--- config.mk ---
export PLATFORM = sky130hd
export DESIGN_NAME = regfile_mp_flat
export DESIGN_NICKNAME = d
export VERILOG_FILES = /design/src/rtl/mips_pkg.sv /design/src/rtl/regfile_mp_if.sv /design/src/rtl/regfile_rd_port.sv /design/src/rtl/regfile_mp.sv /design/src/flat_wrapper.sv
export SDC_FILE = /design/constraint.sdc
export NUM_CORES = 2
export LEC_CHECK = 0
export BUFFER_PORTS_ARGS = -buffer_cell sky130_fd_sc_hd__buf_4
export CAP_MARGIN = 10
export CORE_MARGIN = 10
export CORE_UTILIZATION = 40
export DETAILED_ROUTE_END_ITERATION = 8
export GPL_TIMING_DRIVEN = 0
export RECOVER_POWER = 25
export SLEW_MARGIN = 20
export SYNTH_ARGS = -nofsm -noshare
export SYNTH_HDL_FRONTEND = slang
export SYNTH_SLANG_ARGS = --single-unit
--- constraint.sdc ---
create_clock -name clk -period 1.7 [get_ports clk]
set_input_delay 0.085 -clock clk [delete_from_list [all_inputs] [get_ports clk]]
set_output_delay 0.085 -clock clk [all_outputs]
set_load 0.1 [all_outputs]
--- src/rtl/mips_pkg.sv ---
// Shared MIPS core definitions: register-file size defaults, architectural
// register indices and the register-address type.
package mips_pkg;

    localparam int unsigned DATA_W   = 32;
    localparam int unsigned DEPTH    = 32;
    localparam int unsigned ADDR_W   = $clog2(DEPTH);

    // Architectural register indices
    localparam int unsigned REG_ZERO = 0;
    localparam int unsigned REG_V0   = 2;
    localparam int unsigned REG_A0   = 4;

    typedef logic [ADDR_W-1:0] reg_addr_t;

endpackage

--- src/rtl/regfile_mp_if.sv ---
// Register-file bus: read ports, two writeback ports, issue/scoreboard
// request and debug taps.
//   master : decode/issue/writeback side (drives addresses, writes, issue)
//   slave  : the register file (drives read data, busy flags, taps)
interface regfile_mp_if #(
    parameter int unsigned DATA_W = mips_pkg::DATA_W,
    parameter int unsigned ADDR_W = mips_pkg::ADDR_W,
    parameter int unsigned NUM_RD = 2
);

    logic [NUM_RD*ADDR_W-1:0] rd_addr;
    logic [NUM_RD*DATA_W-1:0] rd_data;
    logic [NUM_RD-1:0]        rd_busy;
    logic                     we0;
    logic [ADDR_W-1:0]        waddr0;
    logic [DATA_W-1:0]        wdata0;
    logic                     we1;
    logic [ADDR_W-1:0]        waddr1;
    logic [DATA_W-1:0]        wdata1;
    logic                     issue_vld;
    logic [ADDR_W-1:0]        issue_reg;
    logic [DATA_W-1:0]        a0;
    logic [DATA_W-1:0]        v0;

    modport master (
        output rd_addr, we0, waddr0, wdata0, we1, waddr1, wdata1,
               issue_vld, issue_reg,
        input  rd_data, rd_busy, a0, v0
    );

    modport slave (
        input  rd_addr, we0, waddr0, wdata0, we1, waddr1, wdata1,
               issue_vld, issue_reg,
        output rd_data, rd_busy, a0, v0
    );

endinterface

--- src/rtl/regfile_rd_port.sv ---
// One register-file read port: address mux with hardwired-zero r0, busy
// lookup and (with REGFILE_BYPASS_EN) same-cycle write forwarding.
//   addr        read address
//   regs, busy  storage array and pending-write flags from the top
//   we*/waddr*/wdata*  current write-port requests (used only for forwarding)
//   data_c      combinational read data
//   busy_c      combinational pending-write flag for addr
module regfile_rd_port #(
    parameter int unsigned DATA_W = 32,
    parameter int unsigned DEPTH  = 32,
    parameter int unsigned ADDR_W = $clog2(DEPTH)
) (
    input  logic [ADDR_W-1:0]             addr,
    input  logic [DEPTH-1:0][DATA_W-1:0]  regs,
    input  logic [DEPTH-1:0]              busy,
    input  logic                          we0,
    input  logic [ADDR_W-1:0]             waddr0,
    input  logic [DATA_W-1:0]             wdata0,
    input  logic                          we1,
    input  logic [ADDR_W-1:0]             waddr1,
    input  logic [DATA_W-1:0]             wdata1,
    output logic [DATA_W-1:0]             data_c,
    output logic                          busy_c
);

    import mips_pkg::*;

    // Read mux; r0 always reads as zero and never busy
    always_comb begin
        data_c = '0;
        busy_c = 1'b0;
        if (addr != ADDR_W'(REG_ZERO)) begin
            data_c = regs[addr];
            busy_c = busy[addr];
`ifdef REGFILE_BYPASS_EN
            // Port 1 forwards first, matching its priority on write collisions
            if (we1 && (waddr1 == addr)) begin
                data_c = wdata1;
                busy_c = 1'b0;
            end else if (we0 && (waddr0 == addr)) begin
                data_c = wdata0;
                busy_c = 1'b0;
            end
`endif
        end
    end

`ifndef REGFILE_BYPASS_EN
    // Write-port inputs only matter when forwarding is built in
    logic unused_wr_c;
    assign unused_wr_c = ^{we0, waddr0, wdata0, we1, waddr1, wdata1};
`endif

endmodule

--- src/rtl/regfile_mp.sv ---
// Multi-port GPR file for the pipelined MIPS core.
//   NUM_RD combinational read ports, two writeback ports (WB0 = ALU,
//   WB1 = load/mult; WB1 wins on same-address collisions), hardwired-zero r0,
//   and a pending-write scoreboard flagging load-use hazards to issue.
// Ports:
//   clk, rst_n  clock and asynchronous active-low reset
//   bus         regfile_mp_if.slave: rd_addr/rd_data/rd_busy, we0/waddr0/wdata0,
//               we1/waddr1/wdata1, issue_vld/issue_reg, a0 (r4) / v0 (r2) taps
// Configuration macro: REGFILE_BYPASS_EN enables write-to-read forwarding.
module regfile_mp #(
    parameter int unsigned DATA_W = mips_pkg::DATA_W,
    parameter int unsigned DEPTH  = mips_pkg::DEPTH,
    parameter int unsigned NUM_RD = 2
) (
    input  logic        clk,
    input  logic        rst_n,
    regfile_mp_if.slave bus
);

    import mips_pkg::*;

    localparam int unsigned ADDR_W = $clog2(DEPTH);

    logic [DEPTH-1:0][DATA_W-1:0] regs;
    logic [DEPTH-1:0]             busy;
    logic [DEPTH-1:0]             busy_nxt_c;
    logic                         wr0_ok_c;
    logic                         wr1_ok_c;
    logic                         issue_ok_c;

    // Requests aimed at r0 are dropped entirely
    assign wr0_ok_c   = bus.we0 && (bus.waddr0 != ADDR_W'(REG_ZERO));
    assign wr1_ok_c   = bus.we1 && (bus.waddr1 != ADDR_W'(REG_ZERO));
    assign issue_ok_c = bus.issue_vld && (bus.issue_reg != ADDR_W'(REG_ZERO));

    // Scoreboard update: writes clear, issue sets last so it wins a tie
    always_comb begin
        busy_nxt_c = busy;
        if (wr0_ok_c) begin
            busy_nxt_c[bus.waddr0] = 1'b0;
        end
        if (wr1_ok_c) begin
            busy_nxt_c[bus.waddr1] = 1'b0;
        end
        if (issue_ok_c) begin
            busy_nxt_c[bus.issue_reg] = 1'b1;
        end
    end

    // Storage and scoreboard; port 1 written last so it wins a collision
    always_ff @(posedge clk or negedge rst_n) begin
        if (!rst_n) begin
            regs <= '0;
            busy <= '0;
        end else begin
            if (wr0_ok_c) begin
                regs[bus.waddr0] <= bus.wdata0;
            end
            if (wr1_ok_c) begin
                regs[bus.waddr1] <= bus.wdata1;
            end
            busy <= busy_nxt_c;
        end
    end

    // Read ports
    for (genvar i = 0; i < NUM_RD; i++) begin : g_rd
        regfile_rd_port #(
            .DATA_W (DATA_W),
            .DEPTH  (DEPTH),
            .ADDR_W (ADDR_W)
        ) u_rd (
            .addr   (bus.rd_addr[i*ADDR_W +: ADDR_W]),
            .regs   (regs),
            .busy   (busy),
            .we0    (bus.we0),
            .waddr0 (bus.waddr0),
            .wdata0 (bus.wdata0),
            .we1    (bus.we1),
            .waddr1 (bus.waddr1),
            .wdata1 (bus.wdata1),
            .data_c (bus.rd_data[i*DATA_W +: DATA_W]),
            .busy_c (bus.rd_busy[i])
        );
    end

    // Debug taps straight from storage (no forwarding); absent registers read 0
    if (DEPTH > REG_V0) begin : g_v0
        assign bus.v0 = regs[ADDR_W'(REG_V0)];
    end else begin : g_no_v0
        assign bus.v0 = '0;
    end

    if (DEPTH > REG_A0) begin : g_a0
        assign bus.a0 = regs[ADDR_W'(REG_A0)];
    end else begin : g_no_a0
        assign bus.a0 = '0;
    end

endmodule

--- src/flat_wrapper.sv ---
// flat-port wrapper written by rule: the top's interface ports become plain ports
module regfile_mp_flat import mips_pkg::*;
#(
    parameter int unsigned DATA_W = mips_pkg::DATA_W,
    parameter int unsigned DEPTH  = mips_pkg::DEPTH,
    parameter int unsigned NUM_RD = 2
)
  (clk, rst_n, bus_rd_addr, bus_we0, bus_waddr0, bus_wdata0, bus_we1, bus_waddr1, bus_wdata1, bus_issue_vld, bus_issue_reg, bus_rd_data, bus_rd_busy, bus_a0, bus_v0);
  regfile_mp_if #(.DATA_W(DATA_W), .ADDR_W((5)), .NUM_RD(NUM_RD)) bus_i ();
  input  logic clk;
  input  logic rst_n;
  input wire logic [$bits(bus_i.rd_addr)-1:0] bus_rd_addr;
  input wire logic [$bits(bus_i.we0)-1:0] bus_we0;
  input wire logic [$bits(bus_i.waddr0)-1:0] bus_waddr0;
  input wire logic [$bits(bus_i.wdata0)-1:0] bus_wdata0;
  input wire logic [$bits(bus_i.we1)-1:0] bus_we1;
  input wire logic [$bits(bus_i.waddr1)-1:0] bus_waddr1;
  input wire logic [$bits(bus_i.wdata1)-1:0] bus_wdata1;
  input wire logic [$bits(bus_i.issue_vld)-1:0] bus_issue_vld;
  input wire logic [$bits(bus_i.issue_reg)-1:0] bus_issue_reg;
  output wire logic [$bits(bus_i.rd_data)-1:0] bus_rd_data;
  output wire logic [$bits(bus_i.rd_busy)-1:0] bus_rd_busy;
  output wire logic [$bits(bus_i.a0)-1:0] bus_a0;
  output wire logic [$bits(bus_i.v0)-1:0] bus_v0;
  assign bus_i.rd_addr = bus_rd_addr;
  assign bus_i.we0 = bus_we0;
  assign bus_i.waddr0 = bus_waddr0;
  assign bus_i.wdata0 = bus_wdata0;
  assign bus_i.we1 = bus_we1;
  assign bus_i.waddr1 = bus_waddr1;
  assign bus_i.wdata1 = bus_wdata1;
  assign bus_i.issue_vld = bus_issue_vld;
  assign bus_i.issue_reg = bus_issue_reg;
  assign bus_rd_data = bus_i.rd_data;
  assign bus_rd_busy = bus_i.rd_busy;
  assign bus_a0 = bus_i.a0;
  assign bus_v0 = bus_i.v0;
  regfile_mp #(.DATA_W(DATA_W), .DEPTH(DEPTH), .NUM_RD(NUM_RD)) u_core (.clk(clk), .rst_n(rst_n), .bus(bus_i));
endmodule
Word level (Yosys, flattened, before mapping) --
Cells that the tools add are included.
Word-level totals: register bits after elaboration 1056, output and inout port bits 130, input bits 94, logic and storage cells 86
Operators by class: bitwise operators 5, mux-type cells 29, order comparisons 8, reduce and logical (&&, ||, !) cells 11
Operator list (number):
- $bwmux W1024 | 2
- $mux W1024 | 2
- $bmux W32 S5 | 2
- $demux W32 S5 | 2
- $mux W32 | 9
- $and A32 B32 Y32 | 2
- $not A32 Y32 | 2
- $or A32 B32 Y32 | 1
- $lt A5 B6 Y1 const B | 5
- $reduce_bool A5 Y1 | 5
- $demux W1 S5 | 3
- $ge A5 B1 Y1 const B | 3
- $bmux W1 S5 | 2
- $mux W1 | 7
- $logic_and A1 B1 Y1 | 6

Depth between registers and ports, before layout --
word-level depth 11, mapped depth 8, mapped depth without buffers 4

Hierarchy --
Synthesis repeated with hierarchy kept, for this count alone.
Second synthesis, totals: cell total of the unflattened synthesis 7756, area total of the unflattened synthesis 72000.3 um^2
By module, submodules not included:
- regfile_mp | area an instance 54501.0 um^2, cells each 6388, sequential area each 26425.3 um^2, times used 1
- regfile_rd_port | area an instance 8749.6 um^2, cells each 684, sequential area each 0.0 um^2, times used 2

Least setup slack after synthesis --
Ideal clock, no wire load.
kind input to output, from input port bus_rd_addr[5], to output port bus_rd_data[40], slack -2000 ps, required time 1615 ps, path buffers 4, stages on the path 7, arrival 3615 ps, path through buf_2 inv_1 buf_4 buf_2 clkbuf_1 o2111ai_1 a311oi_1
Between the ends: longest elaborated chain between the ends 3, elaborated cells on any way between the ends 4, classes of those cells mux (3); reduce/logical (1)
RTL lines:
- start: declaration | line flat_wrapper.sv:12 | input wire logic [$bits(bus_i.rd_addr)-1:0] bus_rd_addr;
- $bmux W32 S5 | line regfile_rd_port.sv:33 | data_c = regs[addr];
- $mux W32 (not written as such) | line regfile_rd_port.sv:33
- $mux W32 * | line regfile_rd_port.sv:32 | if (addr != ADDR_W'(REG_ZERO)) begin
- end: declaration | line flat_wrapper.sv:21 | output wire logic [$bits(bus_i.rd_data)-1:0] bus_rd_data;
Every way passes the cells marked *; elsewhere a longest branch is shown, timed or not. The select of a mux whose other input is x is not followed.

Final worst setup path --
from input port bus_rd_addr[2], to output port bus_rd_data[23]
The elaborated chain is that of the path after synthesis.

==> flow_summary.toml <==
[worst_setup_path]
r2r_cells = 2
regToRegEndpoint = "u_core.busy[6]"
cp-end-kind = "output port"
path_max_fanout = 10
required_ps = 1620
crit_arrival_ps = 2760
reg2reg_slack_ps = 410
start_kind = "input port"
r2r_start = "u_core.busy[6]"
worstSetupStartpoint = "bus_rd_addr[2]"
critPathKind = "input port to output port"

[run_status]
outcome = "complete, but fails checks"
violations = "negative hold slack, max-capacitance violations, max-slew violations, negative setup slack"

[synth]
synthesis.area_um2 = 65700
synth.top_cell.area_share_pct = 40.2
ys_warn_count = 0
avgSynthCellArea_um2 = 10.6
synth_adder_area_share_pct = 0
synth-main-ff-cell = "dfrtp_1"
yosysTopAreaCell = "dfrtp_1"
synth_top_family_by_area = "multiplexers"
synth_edf_count = 0
synth_compound_area_share_pct = 12.1
synth-simple-area-share_pct = 7.76
synth_cell_type_count = 43
synth.mux.area_fraction_pct = 34.1
synth-seq-cells = 1056
ys_seq_area_share_pct = 40.2
async_flop_share_pct = 100
synth_area_leaders = "dfrtp_1 (40%), mux2i_1 (17%), mux4_2 (16%)"
synthXorXnorAreaFrac_pct = 0
syn_inst = 6197
synth_fp_nets = 6291

[global_route]
globalRoute.totalOverflow = 0
grt_max_degree = 125
first_global_vias = 59800
grt_usage_pct = 40.1
grt_pass1_wl_mm = 503
antenna_found_initial = 25

[timing]
slew_headroom_pct = -13.4
max_freq_mhz = 352
min_period_over_period_pct = 167
maxSlewViolCount = 103
rsz0062_at_grt = "true"
fin_skew_ps = 0
finalCriticalPeriod_ps = 2840
hold_violations = 100
hold_slack_ps = -299
tightestPinTransition_ps = 1700
worst_slack_ps = -1140
setup_viol = 638

[placement]
dp_cells = 8604
hpwl_mm = 254
gp_congestion = 1.04
io_buffers = 210

[cts]
clk_pin_slew_ps = 50
cts_sinks = 1056
htreeDepth = 4
cts_tree = "yes"
cts_buffer_depth = 3
clk_latency_ps = 830
numCtsBuffers = 131
cts_root_buffer = "clkbuf_16"
holdBufCountCts = 88

[floorplan]
core_um2 = 163000
start_util_pct = 40.3
io_pins = 224
die_height_um = 425
die_width_um = 425
rows = 148
die-area_um2 = 181000

[detailed_routing]
via_count = 62300
wirelength_mm = 372
drc_errors = 0
first_pass_iters = 8
route.antenna.remaining_nets = 0
drt-initial-drc-count = 10900
viasPerCell = 6.90
wl_per_cell_um = 41.3

[power_and_ir_drop]
p_leak_nw = 36.0
vdd.ir_drop.worst_mv = 0.939
power_density_nw_per_um2 = 1240
finalPower_mw = 102

[finish]
drive_above_1_share_pct = 27.6
ff_latch_area_um2 = 26400
area_growth_pct = 25.8
layout.cells.non_filler = 9026
final_nets = 6819
fill_cells = 14600
multi_input_area_um2 = 39000

[run]
drv_cap = 1

[hold_path]
hold_class = "input port to async pin"
[worst max-delay path by stage]
stage	to	slack (ps)	cells past startpoint
global placement	u_core.bus.v0[18]	-13240	1
detailed placement	bus_rd_data[23]	-1840	6
floorplan	bus_rd_data[48]	-390	7
global route	bus_rd_data[8]	-1070	4
CTS	bus_rd_data[23]	-1000	5
finish	bus_rd_data[23]	-1140	7
[worst max-delay path: stages]
cell	delay [ps]
buf_6	240
buf_2	550
clkbuf_4	580
mux4_2	300
a22oi_1	110
a311oi_4	570
buf_12	250
[kinds of logic (layout without fill, tap and decap cells)]
kind of cell	after synthesis	after routing
other	0	20
muxes	1652	1652
AOI/OAI and AO/OA	1413	1413
buffers and inverters	826	1460
DFF	1056	1056
and+or+nand+nor	1250	1250
[repair_timing]
item | CTS | global route
gates cloned | 3 | 1
setup endpoints to repair | 440 | 395
hold endpoints to repair | 1183 | 297
pin swaps | 118 | 66
setup buffers | 75 | 52
resized for setup | 855 | 203
[synth_stat cells (5+ instances only)]
| cell | number |
|---|---|
| mux2i_1 | 1124 |
| dfrtp_1 | 1056 |
| o21ai_0 | 587 |
| nand2_1 | 573 |
| nor2_1 | 545 |
| a21oi_1 | 523 |
| clkbuf_1 | 506 |
| mux4_2 | 462 |
| buf_2 | 164 |
| buf_4 | 112 |
| nor2b_1 | 72 |
| a211oi_1 | 66 |
| a22oi_1 | 66 |
| a311oi_1 | 66 |
| mux2_2 | 66 |
| a221oi_1 | 48 |
| buf_1 | 26 |
| o21ai_1 | 19 |
| o2111ai_1 | 18 |
| buf_6 | 12 |
| a22o_1 | 11 |
| nand3b_1 | 9 |
| a32o_1 | 8 |
| and3b_1 | 7 |
| or3b_1 | 7 |
| and2_1 | 5 |
| and3_1 | 5 |
[cells in the final DEF (no fill, tap or decap), types with 40 or more instances in the layout]
master         instances
a21oi_1              523
a221oi_2              47
a22oi_2               53
a311oi_4              64
buf_12               121
buf_2                115
buf_4                231
buf_6                105
clkbuf_1             390
clkbuf_16            135
clkbuf_2             103
clkbuf_8              43
dfrtp_1             1045
dlygate4sd3_1         88
mux2_4                46
mux2i_1             1124
mux4_2               462
nand2_1              564
nor2_1               533
o21ai_0              492
o21ai_1               41
o21ai_4               40
[metrics by stage]
stage	hold slack, ps	setup TNS (ps)	worst slack, ps	area, um^2	utilization (%)
6_report	-299	-190150	-1140	82700	50.7
5_1_grt	-171	-370120	-1070	82600	50.7
4_1_cts	-757	-61200	-1000	82000	50.3
3_5_place_dp	85.5	-1071830	-1840	72600	44.5
3_3_place_gp	367	-	-13240	72000	44.1
2_1_floorplan	-211	-23380	-388	67700	-
[sequential cells by signal (all words and copies together) (netlist names)]
register,count
u_core.bus.a0,32
u_core.busy,32
u_core.bus.v0,32
u_core.regs,960
[report_power, final]
group          internal [mW]  switching, mW
registers               31.7           5.59
clock network           17.0           12.8
logic                   16.1           19.2
total                   64.8           37.6
[per-layer routing]
layer | vias up | GRT usage, % | wire length (um)
met2 | 5759 | 53.3 | 147000
met3 | 1668 | 17.6 | 54500
met4 | 28 | 36.6 | 42200
met5 | - | 0.926 | 440
li1 | 23700 | - | -
met1 | 31200 | 48.0 | 128000
[area by class of cell]
class / instances / area share [%]
clock buffers: 197 / 4.65
well taps: 2175 / 3.29
multi-input cells: 4315 / 47.2
inverters: 4 / 0.0182
plain buffers: 781 / 5.23
flip-flops and latches: 1056 / 32.0
repair buffers: 436 / 6.85
diodes: 20 / 0.0605
clock inverters: 42 / 0.698
No activity file was read; power rests on OpenSTA's default activity.
